### config.mk
export PLATFORM = sky130hd
export DESIGN_NAME = ctrl_cfg_tx
export DESIGN_NICKNAME = d
export VERILOG_FILES = /design/src/rtl/ctrl_pkt_pkg.sv /design/src/rtl/ctrl_cfg_tx.sv
export SDC_FILE = /design/constraint.sdc
export NUM_CORES = 1
export LEC_CHECK = 0
export BUFFER_PORTS_ARGS = -buffer_cell sky130_fd_sc_hd__buf_2
export CAP_MARGIN = 20
export CELL_PAD_IN_SITES_DETAIL_PLACEMENT = 0
export CELL_PAD_IN_SITES_GLOBAL_PLACEMENT = 1
export CORE_AREA = 2 2 497 499
export DETAILED_ROUTE_END_ITERATION = 12
export DIE_AREA = 0 0 499 501
export PLACE_DENSITY = 0.39
export SETUP_SLACK_MARGIN = 0.1
export SLEW_MARGIN = 20
export SYNTH_ARGS = -nofsm -noshare
export SYNTH_HDL_FRONTEND = slang
export SYNTH_SLANG_ARGS = --single-unit
### constraint.sdc
create_clock -name axis_clk -period 2.4 [get_ports axis_clk]
set_input_delay 0.24 -clock axis_clk [delete_from_list [all_inputs] [get_ports axis_clk]]
set_output_delay 0.24 -clock axis_clk [all_outputs]
set_load 0.005 [all_outputs]
### src/rtl/ctrl_pkt_pkg.sv
// Control-packet layout shared by the config transmitter and the stage-side parsers.
// Field offsets index into the 512-bit header beat.
package ctrl_pkt_pkg;

    localparam int CTRL_DATA_W  = 512;

    localparam int UDP_PORT_OFF = 320;
    localparam int VID_OFF      = 360;
    localparam int MODID_OFF    = 368;
    localparam int IDX_OFF      = 376;

    localparam logic [2:0] RES_KEY_OFF  = 3'd0;
    localparam logic [2:0] RES_KEY_MASK = 3'd1;
    localparam logic [2:0] RES_CAM      = 3'd2;
    localparam logic [2:0] RES_ACT_RAM  = 3'd3;

    localparam logic [15:0] CTRL_PKT_LEN = 16'd128;

    // Bits [367:364] stay zero: the VID field is only 4 bits wide.
    function automatic logic [CTRL_DATA_W-1:0] build_hdr(
        input logic [15:0] udp_port,
        input logic [7:0]  mod_id,
        input logic [3:0]  vid,
        input logic [7:0]  index
    );
        logic [CTRL_DATA_W-1:0] w_hdr;
        w_hdr = '0;
        w_hdr[UDP_PORT_OFF +: 16] = udp_port;
        w_hdr[VID_OFF      +: 4]  = vid;
        w_hdr[MODID_OFF    +: 8]  = mod_id;
        w_hdr[IDX_OFF      +: 8]  = index;
        return w_hdr;
    endfunction

endpackage

### src/rtl/ctrl_cfg_tx.sv
// Serialises single table-write requests into two-beat control packets (header, payload)
// and enforces an idle gap after each packet, since the control chain has no tready.
module ctrl_cfg_tx
    import ctrl_pkt_pkg::*;
#(
    parameter int          C_S_AXIS_DATA_WIDTH  = 512,
    parameter int          C_S_AXIS_TUSER_WIDTH = 128,
    parameter int          GAP_CYCLES           = 4,
    parameter logic [15:0] CTRL_UDP_PORT        = 16'hf1f2
) (
    input  logic                              axis_clk,
    input  logic                              aresetn,
    input  logic                              cfg_valid,
    output logic                              cfg_ready,
    input  logic [7:0]                        cfg_mod_id,
    input  logic [3:0]                        cfg_vid,
    input  logic [7:0]                        cfg_index,
    input  logic [511:0]                      cfg_data,
    output logic [C_S_AXIS_DATA_WIDTH-1:0]    c_m_axis_tdata,
    output logic [C_S_AXIS_TUSER_WIDTH-1:0]   c_m_axis_tuser,
    output logic [C_S_AXIS_DATA_WIDTH/8-1:0]  c_m_axis_tkeep,
    output logic                              c_m_axis_tvalid,
    output logic                              c_m_axis_tlast,
    output logic [31:0]                       pkt_cnt
);

    typedef enum logic [1:0] {
        ST_IDLE,
        ST_HDR,
        ST_PAY,
        ST_GAP
    } tx_state_t;

    localparam logic [7:0] GAP_LOAD = 8'((GAP_CYCLES == 0) ? 0 : GAP_CYCLES - 1);

    tx_state_t                          r_state;
    logic [7:0]                         r_gap_cnt;
    logic [C_S_AXIS_DATA_WIDTH-1:0]     r_data;
    logic [C_S_AXIS_DATA_WIDTH-1:0]     r_tdata;
    logic [C_S_AXIS_TUSER_WIDTH-1:0]    r_tuser;
    logic [C_S_AXIS_DATA_WIDTH/8-1:0]   r_tkeep;
    logic                               r_tvalid;
    logic                               r_tlast;
    logic [31:0]                        r_pkt_cnt;

    // Beat registers are loaded one state ahead, so HDR/PAY each drive their beat
    // for exactly the cycle the FSM sits in that state.
    always_ff @(posedge axis_clk or negedge aresetn) begin
        if (!aresetn) begin
            r_state   <= ST_IDLE;
            r_gap_cnt <= '0;
            r_data    <= '0;
            r_tdata   <= '0;
            r_tuser   <= '0;
            r_tkeep   <= '0;
            r_tvalid  <= 1'b0;
            r_tlast   <= 1'b0;
            r_pkt_cnt <= '0;
        end else begin
            case (r_state)
                ST_IDLE: begin
                    if (cfg_valid) begin
                        r_data          <= cfg_data;
                        r_tdata         <= build_hdr(CTRL_UDP_PORT, cfg_mod_id, cfg_vid, cfg_index);
                        r_tuser         <= '0;
                        r_tuser[15:0]   <= CTRL_PKT_LEN;
                        r_tkeep         <= '1;
                        r_tvalid        <= 1'b1;
                        r_tlast         <= 1'b0;
                        r_state         <= ST_HDR;
                    end
                end
                ST_HDR: begin
                    r_tdata   <= r_data;
                    r_tuser   <= '0;
                    r_tkeep   <= '1;
                    r_tvalid  <= 1'b1;
                    r_tlast   <= 1'b1;
                    r_pkt_cnt <= r_pkt_cnt + 32'd1;
                    r_state   <= ST_PAY;
                end
                ST_PAY: begin
                    r_tdata   <= '0;
                    r_tuser   <= '0;
                    r_tkeep   <= '0;
                    r_tvalid  <= 1'b0;
                    r_tlast   <= 1'b0;
                    r_gap_cnt <= GAP_LOAD;
                    r_state   <= (GAP_CYCLES == 0) ? ST_IDLE : ST_GAP;
                end
                ST_GAP: begin
                    if (r_gap_cnt == 8'd0) begin
                        r_state <= ST_IDLE;
                    end else begin
                        r_gap_cnt <= r_gap_cnt - 8'd1;
                    end
                end
                default: r_state <= ST_IDLE;
            endcase
        end
    end

    assign cfg_ready       = (r_state == ST_IDLE);
    assign c_m_axis_tdata  = r_tdata;
    assign c_m_axis_tuser  = r_tuser;
    assign c_m_axis_tkeep  = r_tkeep;
    assign c_m_axis_tvalid = r_tvalid;
    assign c_m_axis_tlast  = r_tlast;
    assign pkt_cnt         = r_pkt_cnt;

endmodule

==> results.txt, run 1 <==
Status: completed
Initial Utilization: 0.1736
Worst clock skew: 24.85 ps
Die Span X: 499 um
Area grow syn2layout: 46.39%
Worst setup path category: register to register
Layout cells sized above 1: 0.3695
Synth cell types: 40
Final hold vios: 0
Cell with the most instances after synthesis: dfrtp_1
Seq pwr share: 0.391
Antenna violations before repair: 49
P_leak: 28.94 nW
Sw frac: 0.3631
Vias in the first global route: 33970
Sw power: 29.56 mW
FF-to-FF path depth: 6
Port bufs: 1146
Die Area: 0.2500 sq mm
Total core area: 0.2448 sq mm
Dpl hpwl: 126900 um
Placed inst area: 0.05226 sq mm
Clock tree buffer depth: 3
R2r setup slk: 270 ps
CP max stage delay: 510 ps
Via/cell ratio: 3.707
Largest net degree at the start of global routing: 101
Worst path arrival time: 2770 ps
DRT iter0 DRCs: 1262
Congestion Overflow GR: 0
Final core utilization: 0.2542
Post-route cell area: 0.06222 sq mm
Crit path max fanout: 9
First-pass GRT wire length: 245200 um
Most used DFF post-synth: dfrtp_1
Clock group share of total power: 0.259
Skew-Pair Late Insertion Delay: 780 ps
# rows: 182
Sequential-to-total area share from yosys stat: 0.6294
Pwr Density: 1309 mW/mm^2
Global placement routability congestion: 0.7736
Final setup margin: 269.7 ps
Placed Cells: 7929
Reg2Reg Capture Point: r_state[1]$_DFFE_PN0P_
Setup_tns: 0 ps
Int Power: 51.85 mW
Die height: 501 um
DRC viols: 0
Yosys top cell area share: 0.6294
Endpoints failing setup: 0
Pre-CTS setup slack: 250.1 ps
CP top delay family: simple AND/OR/NAND/NOR gates
Num Clock Sinks: 1069
Synth area leader: dfrtp_1
Synth Cell Area: 0.04250 sq mm
Routed Antenna Nets: 0
Worst EP required: 3040 ps
Synth cell count leaders: dfrtp_1, nand2_1, o21ai_0, mux2_2, buf_4
Worst-Margin Slew: 630.3 ps
Maxcap violations: 0
Startpoint Class: register
Detailed-route wire length per cell: 19.31 um
Critical path capture point type: register
Clock-pin slew of the registers on the worst-case setup and hold paths: 60 ps
# Post-CTS Setup Buffers: 0
Reg2reg start: r_gap_cnt[1]$_DFFE_PN0P_
Buffers and inverters on the worst path: 1
F_max: 469.4 MHz
Worst rel slew slack: 0.5798
CTS buffer count: 141
First-pass DRT Iterations: 5
Routed wire length: 168700 um
RSZ-0062 raised after global routing: no
Gate power share: 0.351
IO Pins: 1274
Cells after Synth: 3707
Clock root buffer: clkbuf_16
Nets: 5928
GR Util All Layers: 0.1321
H-tree levels: 4
Post-synth EDFFs: 0
CP max-delay cell: or4b_4
Area contributors post-synth: dfrtp_1, mux2_2, nand2_1
Pins over their slew limit: 0
Mapped Avg Cell Area: 11.47 sq um
Max VDD drop: 0.6345 mV
Fillers: 26320
Ys async rst share: 1.000
Seq cells post-synth: 1069
Period utilization: 0.8876
Period minus WS final: 2130 ps
CTS tree: yes
HP Class: primary input to asynchronous set/reset pin
Crit-path cells: inv_1 -> ha_1 -> or4b_4 -> o31ai_4 -> nand2_4 -> mux2_4
Total number of vias: 32400
Yosys warns: 0
Finished Layout Cells: 8739
through the flow:
step,total power [mW],hold slack (ps)
floorplan,46.16,-55.59
global placement,60.55,279.7
detailed placement,60.94,291.0
CTS,83.54,4.086
global route,87.53,46.25
finish,81.41,56.44
placed cells by master (no fill, tap or decap), types with 6 or more instances in the layout:
master	Yosys	final
a21oi_1	10	10
a31oi_1	20	20
buf_12	0	54
buf_2	56	1145
buf_4	191	99
clkbuf_1	173	51
clkbuf_16	0	145
clkbuf_8	0	26
clkinv_2	0	8
conb_1	1	127
dfrtp_1	1069	1068
diode_2	0	28
dlygate4sd3_1	0	533
ha_1	8	6
mux2_2	514	514
nand2_1	1017	1016
nand3_1	19	19
nand4_1	9	9
nor2_1	8	8
nor2b_1	20	20
o21ai_0	515	515
xnor2_1	26	26
state kept, by name (all words and copies together) (netlist names):
signal / flops
c_m_axis_tdata: 512
c_m_axis_tkeep: 1
c_m_axis_tlast: 1
c_m_axis_tuser: 1
pkt_cnt: 32
r_data: 512
r_gap_cnt: 8
r_state: 2
kinds of logic (layout without fill, tap and decap cells):
group / count (synthesis) / after routing / synth area share
compound gates: 554 / 554 / 0.06683
xor+xnor: 31 / 31 / 0.006388
fa+ha+maj: 8 / 8 / 0.002355
buf+inv: 429 / 2087 / 0.05641
flops: 1069 / 1069 / 0.6294
mux: 518 / 518 / 0.1372
other cells: 1 / 155 / 0.00008823
simple gates: 1097 / 1097 / 0.1013
worst max path at each step:
stage / slack [ps] / depth (start not counted) / end / from
floorplan: 410 / 6 / r_state[1]$_DFFE_PN0P_ / r_gap_cnt[0]$_DFFE_PN0P_
global placement: 220 / 6 / r_state[1]$_DFFE_PN0P_ / r_gap_cnt[0]$_DFFE_PN0P_
detailed placement: 250 / 7 / c_m_axis_tdata[152]$_DFFE_PN0P_ / r_state[0]$_DFFE_PN0P_
CTS: 210 / 3 / cfg_ready / r_state[0]$_DFFE_PN0P_
global route: 130 / 7 / c_m_axis_tdata[167]$_DFFE_PN0P_ / r_state[0]$_DFFE_PN0P_
finish: 270 / 6 / r_state[1]$_DFFE_PN0P_ / r_gap_cnt[1]$_DFFE_PN0P_
timing repair:
item	CTS	global route
hold buffers	533	0
setup endpoints to repair	0	6
resized for setup	0	1
hold endpoints to repair	1036	0
area by class of cell:
type | instances | area, sq um | area share
Sequential cell | 1069 | 26750 | 0.4300
Inverter | 5 | 18.77 | 0.0003017
Multi-Input combinational cell | 2335 | 13870 | 0.2229
Antenna cell | 28 | 70.07 | 0.001126
Tap cell | 3220 | 4029 | 0.06476
Clock inverter | 27 | 370.4 | 0.005953
Clock buffer | 222 | 4178 | 0.06715
Timing Repair Buffer | 1833 | 12930 | 0.2079
layer usage:
metal,global-route usage,share of wire,up-vias
met5,0,0.0015,-
met4,0.03476,0.022,40
met3,0.04598,0.075,234
met2,0.2243,0.48,967
met1,0.1579,0.42,15730
li1,-,-,15430
power groups by stage:
stage	sequential, mW	clock [mW]	combinational, mW
after floorplan	31.4	0	14.7
after global placement	32.0	0	28.6
after detailed placement	32.2	0	28.8
after CTS	32.0	22.0	29.6
after global routing	33.0	22.7	31.8
final	31.8	21.1	28.6
Note: power is estimated with default switching activity, not from simulation.
==> inputs of run 2 (changes only) <==
- CORE_AREA: 2 2 497 499 -> 2 2 500 502
- DIE_AREA: 0 0 499 501 -> 0 0 502 504
==> run 2 against run 1 <==
Against the previous run: maximum frequency increased by 2.4%; final area about the same; count of clock-buffer cells in the layout decreased by 8; clock power about the same; non-clock buffer count decreased by 13; register-to-register slack improved by 50 ps; critical path type is now register to output port; critical endpoint is now cfg_ready; largest cell class unchanged; largest power group unchanged.
==> results.txt, run 2 (synthesized netlist as in run 1, its figures left out) <==
Area grow syn2layout: 46.41%
Worst EP required: 2160 ps
Antenna violations before repair: 49
P_leak: 28.87 nW
Setup_tns: 0 ps
H-tree levels: 4
Clock root buffer: clkbuf_16
Total core area: 0.2475 sq mm
DRT iter0 DRCs: 1162
Clock tree buffer depth: 3
# Post-CTS Setup Buffers: 0
Dpl hpwl: 126600 um
Critical path capture point type: output port
GR Util All Layers: 0.1321
Global placement routability congestion: 0.7664
Num Clock Sinks: 1069
Endpoints failing setup: 0
Most frequent cells in the layout: buf_2, dfrtp_1, nand2_1
CTS tree: yes
Register area: 0.02675 sq mm
Total number of vias: 32130
Pins over their slew limit: 0
Buffers and inverters on the worst path: 2
CP top delay family: flip-flops
Pwr Density: 1310 mW/mm^2
Period minus WS final: 2080 ps
Crit-path cells: inv_1 -> ha_2 -> buf_2
Fillers: 26640
Detailed-route wire length per cell: 19.27 um
Worst rel slew slack: 0.4617
Largest net degree at the start of global routing: 101
# rows: 183
Hold EP: r_data[308]$_DFFE_PN0P_
First-pass GRT wire length: 246500 um
CP max-delay cell: dfrtp_1
Skew-Pair Late Insertion Delay: 770 ps
Vias in the first global route: 33730
Area of the multi-input gates: 0.01387 sq mm
Layout cells sized above 1: 0.3689
IO Pins: 1274
Status: completed
Final hold vios: 0
RSZ-0062 raised after global routing: no
Commonest non-fill, non-tap cell in the layout: buf_2
Die Span X: 502 um
Worst path arrival time: 1840 ps
Congestion Overflow GR: 0
Port bufs: 1146
Via/cell ratio: 3.637
Worst setup path category: register to output port
Max VDD drop: 0.5962 mV
Final core utilization: 0.2514
First-pass DRT Iterations: 4
Hold Path Depth: 3
Routed wire length: 170300 um
Die height: 504 um
Period utilization: 0.8668
Initial Utilization: 0.1717
Maxcap violations: 0
CP max stage delay: 440 ps
DRC viols: 0
Routed Antenna Nets: 0
Clock-pin slew of the registers on the worst-case setup and hold paths: 60 ps
Min-delay src: cfg_data[308]
Worst clock skew: 25.91 ps
Crit path max fanout: 4
CTS buffer count: 139
FF-to-FF path depth: 7
Nets: 5913
Startpoint Class: register
Reg2Reg Capture Point: c_m_axis_tdata[96]$_DFFE_PN0P_
R2r setup slk: 320 ps
Reg2reg start: r_state[0]$_DFFE_PN0P_
HP Class: primary input to register
F_max: 480.7 MHz
Worst-Margin Slew: 804.8 ps
Die Area: 0.2530 sq mm
## run 2: power by group
part | switching [mW] | internal, mW
clock | 8.70 | 12.3
sequential | 4.98 | 27.0
combinational | 16.0 | 12.6
total | 29.7 | 51.9
## run 2: worst max path at each step
stage          cells after the start  slack (ps)                      startpoint                         endpoint
6_report                           3         320          r_state[0]$_DFFE_PN0P_                        cfg_ready
3_5_place_dp                       6         290          r_state[0]$_DFFE_PN0P_  c_m_axis_tdata[373]$_DFFE_PN0P_
4_1_cts                            2         110  c_m_axis_tkeep[62]$_DFFE_PN0P_               c_m_axis_tkeep[63]
5_1_grt                            9         100          r_state[0]$_DFFE_PN0P_  c_m_axis_tdata[475]$_DFFE_PN0P_
3_3_place_gp                       7         320          r_state[1]$_DFFE_PN0P_          pkt_cnt[27]$_DFFE_PN0N_
2_1_floorplan                      6         410        r_gap_cnt[0]$_DFFE_PN0P_           r_state[1]$_DFFE_PN0P_
## run 2: per-layer routing
layer | part of all wire | vias to the layer above | GRT usage
met5 | 0.0013 | - | 0
met4 | 0.033 | 36 | 0.04595
met3 | 0.083 | 245 | 0.04988
met2 | 0.47 | 997 | 0.2201
met1 | 0.41 | 15460 | 0.1543
li1 | - | 15390 | -
## run 2: layout make-up
type | instances | share of cell area
clock inverters | 36 | 0.007319
flip-flops and latches | 1069 | 0.4300
well taps | 3330 | 0.06696
repair buffers | 1820 | 0.2058
inverters | 5 | 0.0003016
clock buffers | 214 | 0.06579
multi-input cells | 2335 | 0.2228
diodes | 25 | 0.001005
## run 2: timing repair
| item | in CTS | in global routing |
|---|---|---|
| endpoints found under the hold margin | 1156 | 0 |
| setup endpoints to repair | 40 | 46 |
| resized for setup | 1 | 2 |
| hold buffers | 535 | 0 |
| pin swaps | 0 | 0 |
## run 2: tightest hold or removal path: cells and delay by family
| family | cells | cell delay, ps |
|---|---|---|
| mux | 1 | 130 |
| buf+inv | 2 | 600 |
## run 2: metrics by stage
| step | area (sq um) | std cells | total power [mW] | worst slack, ps | hold slack [ps] |
|---|---|---|---|---|---|
| after floorplan | 42970 | 3833 | 46.16 | 407.3 | -55.59 |
| after global placement | 52240 | 8024 | 60.73 | 317.4 | 215.2 |
| after detailed placement | 52240 | 8024 | 61.12 | 286.7 | 217.2 |
| after CTS | 62150 | 8809 | 83.69 | 110.9 | 118.1 |
| after global routing | 62210 | 8830 | 87.89 | 98.81 | 163.5 |
| final | 62220 | 8834 | 81.54 | 319.7 | 222.7 |
==> inputs of run 3 (changes only) <==
- RECOVER_POWER: default -> 50
==> run 3 against run 2 <==
Against the previous run: clock power about the same; critical path depth unchanged; sequential power about the same; clock skew about the same.
==> results.txt, run 3 (synthesized netlist as in run 1, its figures left out) <==
Post-route cell area: 0.06177 sq mm
First-pass GRT wire length: 246500 um
Layout cells sized above 1: 0.3236
Detailed-route wire length per cell: 19.28 um
Endpoints failing setup: 0
Most frequent cells in the layout: dfrtp_1, nand2_1, buf_2
Worst path arrival time: 2980 ps
Largest net degree at the start of global routing: 101
DRT iter0 DRCs: 1216
Status: completed
Worst-Margin Slew: 1321 ps
Routed Antenna Nets: 0
Critical path capture point type: asynchronous set/reset pin
GR Util All Layers: 0.1321
Hold Worst Slack: 222.8 ps
Area grow syn2layout: 45.33%
Most used cell, CP: dlygate4sd3_1
Die Span X: 502 um
Clock tree buffer depth: 3
Vias in the first global route: 33730
Skew-Pair Late Insertion Delay: 770 ps
Routed wire length: 170300 um
Commonest non-fill, non-tap cell in the layout: dfrtp_1
Period minus WS final: 2183 ps
Initial Utilization: 0.1717
Congestion Overflow GR: 0
P_leak: 27.83 nW
Setup_tns: 0 ps
Total number of vias: 32180
Crit-path cells: dlygate4sd3_1 -> clkbuf_2 -> dlygate4sd3_1
Worst rel slew slack: 0.1194
Worst EP required: 3190 ps
Global placement routability congestion: 0.7664
Clock root buffer: clkbuf_16
RSZ-0062 raised after global routing: no
HP Class: primary input to register
Max VDD drop: 0.5950 mV
Port bufs: 1146
CTS buffer count: 139
Placed Cells: 8024
# rows: 183
Period utilization: 0.9097
Clock-pin slew of the registers on the worst-case setup and hold paths: 60 ps
H-tree levels: 4
Num Clock Sinks: 1069
Startpoint Class: primary input
Finished Layout Cells: 8836
Maxcap violations: 0
F_max: 458.0 MHz
CP max stage delay: 1240 ps
Via/cell ratio: 3.642
DRC viols: 0
Worst setup path category: primary input to asynchronous set/reset pin
Worst clock skew: 25.91 ps
Nets: 5913
Antenna violations before repair: 49
Dpl hpwl: 126600 um
Pins over their slew limit: 0
CP max-delay cell: dlygate4sd3_1
Pwr Density: 1312 mW/mm^2
Die height: 504 um
First-pass DRT Iterations: 5
Total core area: 0.2475 sq mm
CTS tree: yes
Die Area: 0.2530 sq mm
Total power: 81.02 mW
Placed inst area: 0.05224 sq mm
Crit path max fanout: 18
IO Pins: 1274
Final hold vios: 0
run 3: changes by cell type in the layout (fill, tap and decap cells not counted):
cell / delta
buf_6: +2
clkbuf_4: +3
buf_12: -7
diode_2: +2
clkbuf_1: +246
buf_4: -23
buf_2: -235
clkbuf_2: +13
buf_1: +2
buf_8: -1
run 3: per-stage QoR:
| stage | utilization | setup slack [ps] |
|---|---|---|
| 6_report | 0.2495 | 216.8 |
| 2_1_floorplan | - | 407.3 |
| 3_5_place_dp | 0.2111 | 286.7 |
| 4_1_cts | 0.2511 | 110.9 |
| 5_1_grt | 0.2495 | 58.82 |
| 3_3_place_gp | 0.2111 | 317.4 |
run 3: power breakdown:
group | total, mW | internal [mW] | switching [mW]
registers | 32.0 | 27.0 | 5.04
logic | 28.0 | 12.0 | 16.0
clock network | 21.0 | 12.3 | 8.69
run 3: layout make-up:
class | count | area (sq um)
antenna | 27 | 67.56
clock buffer | 214 | 4094
tap | 3330 | 4167
inverter | 5 | 18.77
sequential | 1069 | 26750
fill | 26730 | 185800
timing repair buffer | 1820 | 12340
multi-input combinational | 2335 | 13870
clock inverter | 36 | 455.4
run 3: repair_timing:
action,in CTS,in global routing
buffers inserted,0,0
hold endpoints to repair,1156,0
pin swaps,0,0
gates resized for setup,1,2
hold buffers,535,0
setup endpoints to repair,40,46
run 3: critical path: cells and delay by family:
kind	cells	cell delay, ps
buffers and inverters	3	2700
run 3: layer usage:
layer | vias to the layer above | routed length (um) | track usage
li1 | 15390 | - | -
met1 | 15470 | 69310 | 0.1543
met2 | 1028 | 80800 | 0.2201
met3 | 254 | 14290 | 0.04988
met4 | 36 | 5704 | 0.04595
met5 | - | 226 | 0
run 3: worst paths after layout:
path                                                      start                               to  slack (ps)  cells past startpoint
min in group asynchronous                               aresetn          r_data[192]$_DFFE_PN0P_         900                      3
max in group axis_clk                    r_state[0]$_DFFE_PN0P_   c_m_axis_tdata[96]$_DFFE_PN0P_         320                      7
worst max-delay path                                    aresetn          r_data[443]$_DFFE_PN0P_         220                      3
worst min register to register  c_m_axis_tdata[102]$_DFFE_PN0P_  c_m_axis_tdata[102]$_DFFE_PN0P_         470                      2
worst min-delay path                              cfg_data[308]          r_data[308]$_DFFE_PN0P_         220                      3
worst max register to register           r_state[0]$_DFFE_PN0P_   c_m_axis_tdata[96]$_DFFE_PN0P_         320                      7
